==> src/rtl/d_hazard_scoreboard.sv <==
// Decode-stage hazard scoreboard: tracks in-flight loads per register, raises
// stall for load-use hazards, selects forwarded operands (E over W over RF) and
// flags when a branch/jalr target cannot be computed in D.
// Optional build macro HAZ_STATS_EN adds saturating stall/cannot_calcpc counters.
module d_hazard_scoreboard #(
  parameter int unsigned XLEN     = 32,
  parameter int unsigned LOAD_LAT = 2    // legal 1..7
) (
  input  logic            clk,
  input  logic            rst_n,
  input  logic            issue,
  input  logic            flush,
  input  logic [4:0]      rs1D,
  input  logic [4:0]      rs2D,
  input  logic [4:0]      rdD,
  input  logic            reg_writeD,
  input  logic            is_loadD,
  input  logic [1:0]      jump_code,
  input  logic [XLEN-1:0] source1D,
  input  logic [XLEN-1:0] source2D,
  input  logic [XLEN-1:0] aluE,
  input  logic            wb_valid,
  input  logic [4:0]      rdW,
  input  logic [XLEN-1:0] resultW,
  output logic [XLEN-1:0] reg_data1D,
  output logic [XLEN-1:0] reg_data2D,
  output logic            stall,
  output logic            cannot_calcpc
`ifdef HAZ_STATS_EN
  ,
  output logic [31:0]     stall_cnt,
  output logic [31:0]     calc_cnt
`endif
);

  localparam int unsigned CntW = $clog2(LOAD_LAT + 1);
  localparam logic [CntW-1:0] LatVal = CntW'(LOAD_LAT);
  localparam logic [CntW-1:0] CntOne = CntW'(1);

  // Entry 0 exists only so x0 can be indexed directly; it is held at zero.
  logic [CntW-1:0] cnt_q [32];
  logic [CntW-1:0] cnt_d [32];
  logic [4:0]      rdE_q, rdE_d;
  logic            wrE_q, wrE_d;

  logic            accept;
  logic            load_set;
  logic [CntW-1:0] cnt1, cnt2;
  logic            e_hit1, e_hit2;
  logic            w_hit1, w_hit2;
  logic            stall1, stall2;

  // Per-operand match and load-use hazard detection.
  always_comb begin
    cnt1   = cnt_q[rs1D];
    cnt2   = cnt_q[rs2D];
    e_hit1 = (rs1D != 5'd0) && wrE_q && (rdE_q == rs1D);
    e_hit2 = (rs2D != 5'd0) && wrE_q && (rdE_q == rs2D);
    w_hit1 = (rs1D != 5'd0) && wb_valid && (rdW == rs1D);
    w_hit2 = (rs2D != 5'd0) && wb_valid && (rdW == rs2D);
    // cnt == 1 means the data lands on resultW this cycle; only then can W cover it.
    stall1 = (rs1D != 5'd0) && ((cnt1 > CntOne) || ((cnt1 == CntOne) && !w_hit1));
    stall2 = (rs2D != 5'd0) && ((cnt2 > CntOne) || ((cnt2 == CntOne) && !w_hit2));
  end

  // Outputs: stall, operand forwarding mux and jump-target availability.
  always_comb begin
    stall = stall1 || stall2;

    if (e_hit1)      reg_data1D = aluE;
    else if (w_hit1) reg_data1D = resultW;
    else             reg_data1D = source1D;

    if (e_hit2)      reg_data2D = aluE;
    else if (w_hit2) reg_data2D = resultW;
    else             reg_data2D = source2D;

    cannot_calcpc = 1'b0;
    if (jump_code == 2'b01) begin
      cannot_calcpc = 1'b1;
    end else if (jump_code == 2'b11 && rs1D != 5'd0) begin
      cannot_calcpc = e_hit1 || (cnt1 != '0);
    end
  end

  // Next state for E tracking and the per-register load countdowns.
  always_comb begin
    accept   = issue && !stall && !flush;
    load_set = accept && is_loadD && reg_writeD && (rdD != 5'd0);
    rdE_d    = accept ? rdD : rdE_q;
    wrE_d    = accept && reg_writeD && !is_loadD;
    for (int i = 0; i < 32; i++) begin
      cnt_d[i] = cnt_q[i];
      if (cnt_q[i] != '0) cnt_d[i] = cnt_q[i] - CntOne;
      // A new load to the same register overrides the decrement.
      if (load_set && (rdD == 5'(i))) cnt_d[i] = LatVal;
    end
    cnt_d[0] = '0;
  end

  // State registers, cleared asynchronously so a reset drops pending loads.
  always_ff @(posedge clk or negedge rst_n) begin
    if (!rst_n) begin
      rdE_q <= 5'd0;
      wrE_q <= 1'b0;
      for (int i = 0; i < 32; i++) cnt_q[i] <= '0;
    end else begin
      rdE_q <= rdE_d;
      wrE_q <= wrE_d;
      for (int i = 0; i < 32; i++) cnt_q[i] <= cnt_d[i];
    end
  end

`ifdef HAZ_STATS_EN
  logic [31:0] stall_cnt_q, stall_cnt_d;
  logic [31:0] calc_cnt_q, calc_cnt_d;

  // Saturating event counters.
  always_comb begin
    stall_cnt_d = stall_cnt_q;
    calc_cnt_d  = calc_cnt_q;
    if (stall && stall_cnt_q != 32'hFFFF_FFFF)        stall_cnt_d = stall_cnt_q + 32'd1;
    if (cannot_calcpc && calc_cnt_q != 32'hFFFF_FFFF) calc_cnt_d  = calc_cnt_q + 32'd1;
  end

  // Counter registers.
  always_ff @(posedge clk or negedge rst_n) begin
    if (!rst_n) begin
      stall_cnt_q <= 32'd0;
      calc_cnt_q  <= 32'd0;
    end else begin
      stall_cnt_q <= stall_cnt_d;
      calc_cnt_q  <= calc_cnt_d;
    end
  end

  assign stall_cnt = stall_cnt_q;
  assign calc_cnt  = calc_cnt_q;
`endif

endmodule

==> config.mk <==
export PLATFORM = sky130hd
export DESIGN_NAME = d_hazard_scoreboard
export DESIGN_NICKNAME = d
export VERILOG_FILES = /design/src/rtl/d_hazard_scoreboard.sv
export SDC_FILE = /design/constraint.sdc
export NUM_CORES = 1
export LEC_CHECK = 0
export ABC_CLOCK_PERIOD_IN_PS = 3400
export CAP_MARGIN = 20
export CORE_UTILIZATION = 47
export CTS_CLUSTER_DIAMETER = 120
export DETAILED_ROUTE_END_ITERATION = 8
export PLACE_DENSITY = 0.83
export REMOVE_ABC_BUFFERS = 1
export SYNTH_ARGS = -nofsm -noshare
export SYNTH_HDL_FRONTEND = slang
export SYNTH_SLANG_ARGS = --single-unit
==> constraint.sdc <==
create_clock -name clk -period 3.4 [get_ports clk]
set_input_delay 0.34 -clock clk [delete_from_list [all_inputs] [get_ports clk]]
set_output_delay 0.34 -clock clk [all_outputs]
set_load 0.03 [all_outputs]
Word-level counts from Yosys, hierarchy flattened. Cells that the tools add are included.

Bits in registers: 68. Input bits: 157. Output and inout bits: 66. Logic and storage cells: 309.

Add/subtract/negate cells: 31. Order comparisons: 4. Eq/ne operators: 39. Muxes and demuxes: 74. Bitwise logic cells: 2. Reductions and logical operators: 126.

Operators by type and width (count): $mux 2 (66); $mux 32 (4); $reduce_bool 2->1 (63); $eq 5x5->1 const B (16); $sub 2x1->2 const B (31); $logic_and 1x1->1 (51); $eq 5x4->1 const B (8); $bmux 2 s5 (2); $eq 5x3->1 const B (4); $eq 5x5->1 (4); $reduce_bool 5->1 (3); $ge 6x6->1 const B (2); $not 5->6 (2); $eq 5x2->1 const B (2); $eq 2x1->1 const B (3); $eq 5x1->1 const B (1); $logic_not 1->1 (5); $gt 2x1->1 const B (2); $logic_or 1x1->1 (4); $eq 2x2->1 const B (1); $mux 1 (2).

Longest topological paths before layout. Gate-level depths: netlist of run 1.

Depth in word-level cells: 17. Depth in mapped cells: 12. Mapped depth without buffers: 8.

Worst setup path after synthesis of run 1. OpenSTA, ideal clock, no wires.

Path kind: input port to output port. Start: in rs1D[0]. End: out reg_data1D[10]. Arrival time: 2.569 ns. Required time: 3.060 ns. Path slack: 0.491 ns. Cell stages on the path: 8. Buffers on the path: 3. Path through: buf_2 > buf_6 > xnor2_1 > nand4_1 > nor3_1 > clkbuf_1 > mux2i_1 > o21ai_0.

Cells in the longest elaborated chain, start to end: 5. Elaborated cells on any way between the ends: 9. Classes of those cells: eq/ne: 2; mux: 2; reduce/logical: 5.

RTL lines: start: declaration (line 13) `input logic [4:0] rs1D,`; $reduce_bool 5->1 (line 57, 59); $logic_and 1x1->1 (2 in series) (line 59) `w_hit1 = (rs1D != 5'd0) && wb_valid && (rdW == rs1D);`; $mux 32 (line 71) `else if (w_hit1) reg_data1D = resultW;`; $mux 32 (*) (line 70) `if (e_hit1) reg_data1D = aluE;`; end: declaration (line 25) `output logic [XLEN-1:0] reg_data1D,`.

Every way passes the cells marked *; elsewhere a longest branch is shown, timed or not.

Final worst setup path of run 1.
Start: in rs1D[2]. End: out cannot_calcpc.

Cells in the longest elaborated chain, start to end: 8. Elaborated cells on any way between the ends: 13. Classes of those cells: eq/ne: 1; mux: 5; bitwise: 1; reduce/logical: 6.

RTL lines: $not 5->6 (not written as such) (line 55) `cnt1 = cnt_q[rs1D];`; $bmux 2 s5 (line 55); $mux 2 (not written as such) (2 in series) (line 55); $reduce_bool 2->1 (line 82) `cannot_calcpc = e_hit1 || (cnt1 != '0);`; $logic_or 1x1->1 (line 82); $mux 1 (*) (line 81) `end else if (jump_code == 2'b11 && rs1D != 5'd0) begin`; $mux 1 (*) (line 79) `if (jump_code == 2'b01) begin`; end: declaration (line 28) `output logic cannot_calcpc`.

Every way passes the cells marked *; elsewhere a longest branch is shown, timed or not. The select of a mux whose other input is x is not followed.

==> impl_metrics.json, run 1 <==
{
  "vias_per_cell": 5.81,
  "yosysTopAreaCell": "dfrtp_1",
  "holdBufCountCts": 0,
  "syn_inst": 748,
  "grt_max_degree": 64,
  "start_util_pct": 48.7,
  "power.clock.fraction_pct": 17.0,
  "setup_viol": 0,
  "globalplace.congestion": 0.999,
  "slew_headroom_pct": 38.5,
  "first_iter_violations": 555,
  "synth_top_area_share_pct": 26.2,
  "power.density_nw_per_um2": 643,
  "synth_area_leaders": "dfrtp_1 26%, mux2i_1 13%, ha_1 6.0%, o21ai_0 5.3%, nand2_1 5.0%",
  "cp-start-kind": "input pin",
  "leakagePower_uw": 0.00397,
  "wl_per_cell_um": 21.1,
  "grt_overflow": 0,
  "crit_buf_inv": 4,
  "worst_hold_path_type": "in2async",
  "cts_max_level": 3,
  "core_um2": 13300,
  "nets": 1149,
  "io_pins": 223,
  "cp_max_fo": 24,
  "yosysUniqueCellTypes": 56,
  "r2r_cells": 9,
  "max_freq_ghz": 0.303,
  "fin_util_pct": 69.2,
  "critPathSlowestCell": "clkdlybuf4s50_1",
  "drc": 0,
  "synth_seq_cells": 68,
  "worstMarginPinSlew_ns": 0.919,
  "ys_seq_area_share_pct": 26.2,
  "setup_ws_ns": 0.100,
  "grt_usage_pct": 33.9,
  "crit_cells": 10,
  "dp_hpwl_mm": 19.6,
  "status": "finished clean",
  "synth_enable_flop_cells": 0,
  "rows": 42,
  "grt_pass1_vias": 6324,
  "hold_violations": 0,
  "drive_gt1_share_pct": 16.6,
  "place_inst": 1126,
  "power_frac_seq_pct": 30.2,
  "wl_mm": 24.3,
  "max_cap_violations": 0,
  "clkSlewWorstSetupHoldPaths_ns": 0.06,
  "clk_latency_ns": 0.33,
  "yosysWarnings": 0,
  "final-max-slew-violation-count": 0,
  "p_int_uw": 3550,
  "end_kind": "output pin",
  "rsz0062_at_grt": "false",
  "cp_cell_sequence": "clkdlybuf4s50_1 -> buf_12 -> buf_4 -> mux2i_1 -> o2bb2ai_1 -> nor4_1 -> or4_1 -> nand4bb_1 -> and2_1 -> buf_4",
  "preCtsSetupSlack_ns": 0.0658,
  "max_stage_delay_ns": 0.51,
  "netlist_area_um2": 6490,
  "synth_area_per_cell_um2": 8.68,
  "die_h_um": 120,
  "io_buffers": 222,
  "required_ns": 3.06,
  "p_switching_uw": 2380,
  "drtPass1Iterations": 6,
  "crit_arrival_ns": 2.96,
  "cts_buffers": 9,
  "skew_ns": 0.00680,
  "cts-root-buf": "clkbuf_16",
  "crit_family": "simple AND/OR/NAND/NOR gates",
  "cts_tree": "built",
  "cts.sinks": 68,
  "antenna_found_initial": 6,
  "power.share.switching_pct": 40.1,
  "cp_common_cell": "buf_4",
  "ant_nets": 0,
  "ir_worst_vdd_mv": 0.595,
  "final_cells": 1147,
  "dominantRegCellSynth": "dfrtp_1",
  "clockBufferDepth": 2,
  "path_class": "in2out",
  "cts_setup_buffers": 0,
  "dieArea_um2": 14300,
  "synth_async_sr_flop_share_pct": 100,
  "area_growth_pct": 42.2,
  "grt_pass1_wl_mm": 36.2,
  "die_w_um": 120,
  "combinationalPowerShare_pct": 52.8,
  "min_period_ns": 3.30,
  "post_cts_resized": 0,
  "vias": 6663,
  "period_share_pct": 97.1
}
==> flip-flops by register name, indices dropped and copies added, names as in the netlist <==
name,cells
rdE_q,5
cnt_q,62
wrE_q,1
==> cells in the final DEF (no fill, tap or decap), types with 22 or more instances in the layout <==
cell type / n
mux2_2: 22
inv_1: 64
a31oi_1: 25
clkdlybuf4s50_1: 156
o21ai_0: 69
ha_1: 31
mux2i_1: 87
xor2_1: 31
buf_4: 82
o31ai_1: 23
nor2_1: 32
nand2_1: 86
dfrtp_1: 68
==> metrics by stage <==
stage	cell area (um2)	setup TNS [ns]	hold slack, ns	power, uW
after floorplan	6260	-271.04	0.0444	3830
after global placement	8900	0	0.400	4710
after detailed placement	8900	0	0.408	4870
after CTS	9220	0	0.0639	5910
after global routing	9230	0	0.100	6380
final	9230	0	0.0462	5930
==> area by class of cell <==
cell class                 instances  area [um2]
multi-input combinational        567        4340
fill                            1089        4120
timing repair buffer             250        2390
sequential                        68        1700
clock buffer                      12         246
inverter                          65         244
tap                              176         220
clock inverter                     4        72.6
antenna                            5        12.5
==> cells in the mapped netlist, types with 6 or more instances <==
master	n
a21oi_1	18
nor2_1	32
xor2_1	31
nand3_1	11
o21ai_0	69
inv_1	64
a22oi_1	6
xnor2_1	20
mux2i_1	87
o31ai_1	23
buf_1	7
a31oi_1	25
o21ai_1	6
dfrtp_1	68
ha_1	31
nand2b_1	8
nand2_1	86
mux2_2	22
nor2b_1	14
mux4_2	13
clkbuf_1	27
buf_2	9
==> cell families after synthesis <==
logic type | after synthesis | synth area share, %
AOI/OAI and AO/OA | 169 | 15.8
muxes | 128 | 23.9
DFF | 68 | 26.2
xor gates and xnor gates | 51 | 6.88
and+or+nand+nor | 188 | 13.9
adders and majority gates | 31 | 5.97
buffers and inverters | 113 | 7.34
==> power groups by stage <==
| stage | Sequential, uW | Combinational, uW | Clock, uW |
|---|---|---|---|
| floorplan | 1580 | 2260 | 0 |
| global placement | 1770 | 2940 | 0 |
| detailed placement | 1780 | 3090 | 0 |
| CTS | 1770 | 3140 | 1000 |
| global route | 1840 | 3510 | 1040 |
| finish | 1790 | 3130 | 1010 |
==> metal layers <==
metal / track usage [%] / vias up / part of all wire (%)
li1: - / 3084 / -
met3: 7.79 / 74 / 8.7
met2: 56.8 / 374 / 49
met4: 13.4 / 2 / 4.0
met5: 0 / - / 0.037
met1: 42.1 / 3129 / 39
==> path summary, 6_finish.rpt <==
check	startpoint	to	slack [ns]
min in group clk	cnt_q[31]$_DFFE_PN0P_	cnt_q[31]$_DFFE_PN0P_	0.55
worst max register to register	cnt_q[3]$_DFFE_PN0P_	cnt_q[55]$_DFFE_PN0P_	0.67
worst min register to register	cnt_q[31]$_DFFE_PN0P_	cnt_q[31]$_DFFE_PN0P_	0.55
max in group asynchronous	rst_n	cnt_q[54]$_DFFE_PN0P_	2.37
worst min-delay path	rst_n	cnt_q[10]$_DFFE_PN0P_	0.05
worst max-delay path	rs1D[2]	cannot_calcpc	0.10
No activity file was read; power rests on OpenSTA's default activity.
==> inputs of run 2 (changes only) <==
Settings changed: PLACE_DENSITY 0.83 to 0.86, SETUP_SLACK_MARGIN from default to 0.1.
==> impl_metrics.json, run 2 (synthesis results as in run 1) <==
{
  "crit_buf_inv": 4,
  "wl_per_cell_um": 21.2,
  "leakagePower_uw": 0.00406,
  "core_um2": 13300,
  "setup_viol": 0,
  "vias_per_cell": 6.06,
  "cp-start-kind": "input pin",
  "grt-busiest-layer": "met2",
  "skew_ns": 0.0109,
  "vias": 7084,
  "cts_max_level": 3,
  "final-max-slew-violation-count": 0,
  "final_cell_mix": "154 x clkdlybuf4s50_1, 113 x buf_4, 87 x mux2i_1, 86 x nand2_1, 69 x o21ai_0",
  "rows": 42,
  "power.density_nw_per_um2": 636,
  "max_freq_ghz": 0.312,
  "drive_gt1_share_pct": 18.7,
  "required_ns": 3.06,
  "hold_violations": 0,
  "clockBufferDepth": 2,
  "setup_ws_ns": 0.200,
  "place_inst": 1150,
  "critPathSlowestCell": "clkdlybuf4s50_1",
  "path_class": "in2out",
  "max_cap_violations": 0,
  "ir_worst_vdd_mv": 0.504,
  "grt_pass1_wl_mm": 37.1,
  "grt_pass1_vias": 6857,
  "first_iter_violations": 628,
  "final_cells": 1169,
  "nets": 1174,
  "use_met2_pct": 56.6,
  "drtPass1Iterations": 8,
  "ant_nets": 0,
  "die_w_um": 120,
  "dp_hpwl_mm": 19.7,
  "worstMarginPinSlew_ns": 0.940,
  "cts.sinks": 68,
  "die_h_um": 120,
  "period_share_pct": 94.1,
  "io_pins": 223,
  "antenna_found_initial": 4,
  "largest_reg_flops": 62,
  "crit_arrival_ns": 2.86,
  "start_util_pct": 48.7,
  "r2r_cells": 8,
  "rsz0062_at_grt": "true",
  "drc": 0,
  "reg.largest.list": "cnt_q: 62 flops, rdE_q: 5 flops, wrE_q: 1 flops",
  "cp_max_fo": 7,
  "min_period_ns": 3.20,
  "end_kind": "output pin",
  "crit_cells": 10,
  "io_buffers": 222,
  "globalplace.congestion": 0.965,
  "clkSlewWorstSetupHoldPaths_ns": 0.05,
  "layout_commonest_cell": "clkdlybuf4s50_1",
  "dieArea_um2": 14300,
  "grt_usage_pct": 34.3,
  "largest_register": "cnt_q",
  "cts-root-buf": "clkbuf_16",
  "use_met3_pct": 8.41,
  "worst_hold_path_type": "in2async",
  "crit_family": "buffers and inverters",
  "preCtsSetupSlack_ns": -0.0971,
  "clk_latency_ns": 0.34,
  "cts_buffers": 9,
  "max_stage_delay_ns": 0.54,
  "finalSetupTns_ns": 0,
  "timing.hold.ws_ns": 0.0659,
  "cp_cell_sequence": "clkdlybuf4s50_1 -> buf_4 -> mux4_2 -> o211ai_1 -> o22a_1 -> and3_2 -> nand3b_1 -> nor2_8 -> inv_2 -> buf_4",
  "status": "finished clean",
  "area_growth_pct": 43.1,
  "grt_max_degree": 65,
  "grt_overflow": 0,
  "wl_mm": 24.8,
  "cts_tree": "built",
  "slew_headroom_pct": 37.1,
  "grt_util_met1_pct": 40.4,
  "cp_common_cell": "buf_4"
}
run 2: worst paths after layout:
kind / startpoint / endpoint / slack (ns)
worst max register to register: cnt_q[1]$_DFFE_PN0P_ / rdE_q[2]$_DFFE_PN0N_ / 0.58
worst min-delay path: rst_n / cnt_q[1]$_DFFE_PN0P_ / 0.07
worst max-delay path: rs1D[0] / stall / 0.20
max in group asynchronous: rst_n / cnt_q[60]$_DFFE_PN0P_ / 2.59
worst min register to register: cnt_q[31]$_DFFE_PN0P_ / cnt_q[31]$_DFFE_PN0P_ / 0.56
min in group clk: cnt_q[31]$_DFFE_PN0P_ / cnt_q[31]$_DFFE_PN0P_ / 0.56
run 2: worst reg2reg max path, delay by kind of cell, from the launching register on:
| family | cells | cell delay (ns) |
|---|---|---|
| DFF | 1 | 0.44 |
| buffers and inverters | 1 | 0.23 |
| and+or+nand+nor | 3 | 0.81 |
| muxes | 2 | 0.86 |
| AOI/OAI and AO/OA | 2 | 0.35 |
run 2: timing repair:
item,4_1_cts,5_1_grt
pin swaps,0,1
endpoints found under the setup margin,1,27
setup buffers,0,1
hold buffers,0,0
resized for setup,1,7
run 2: report_power, final:
| group | switching, uW | leakage (uW) | internal (uW) |
|---|---|---|---|
| Sequential | 580 | 0.000805 | 1270 |
| Clock | 332 | 0.000125 | 504 |
| Combinational | 1560 | 0.00313 | 1660 |
| Total | 2470 | 0.00406 | 3430 |
run 2: metal layers:
layer  part of all wire [%]  up-vias
met5                      0        -
met4                    6.3        0
met3                     11      139
met2                     47      481
met1                     36     3319
li1                       -     3145
run 2: cell type report:
| cell class | count | area, um2 |
|---|---|---|
| sequential | 68 | 1700 |
| tap | 176 | 220 |
| clock inverter | 2 | 12.5 |
| fill | 983 | 4060 |
| clock buffer | 12 | 246 |
| multi-input combinational | 567 | 4360 |
| timing repair buffer | 275 | 2500 |
| antenna | 4 | 10.0 |
| inverter | 65 | 244 |
run 2: metrics by stage:
stage / instance area [um2] / total power (uW) / utilization [%]
after floorplan: 6260 / 3830 / -
after global placement: 8990 / 4680 / 67.4
after detailed placement: 8990 / 4910 / 67.4
after CTS: 9250 / 5800 / 69.3
after global routing: 9290 / 6290 / 69.6
final: 9290 / 5900 / 69.6
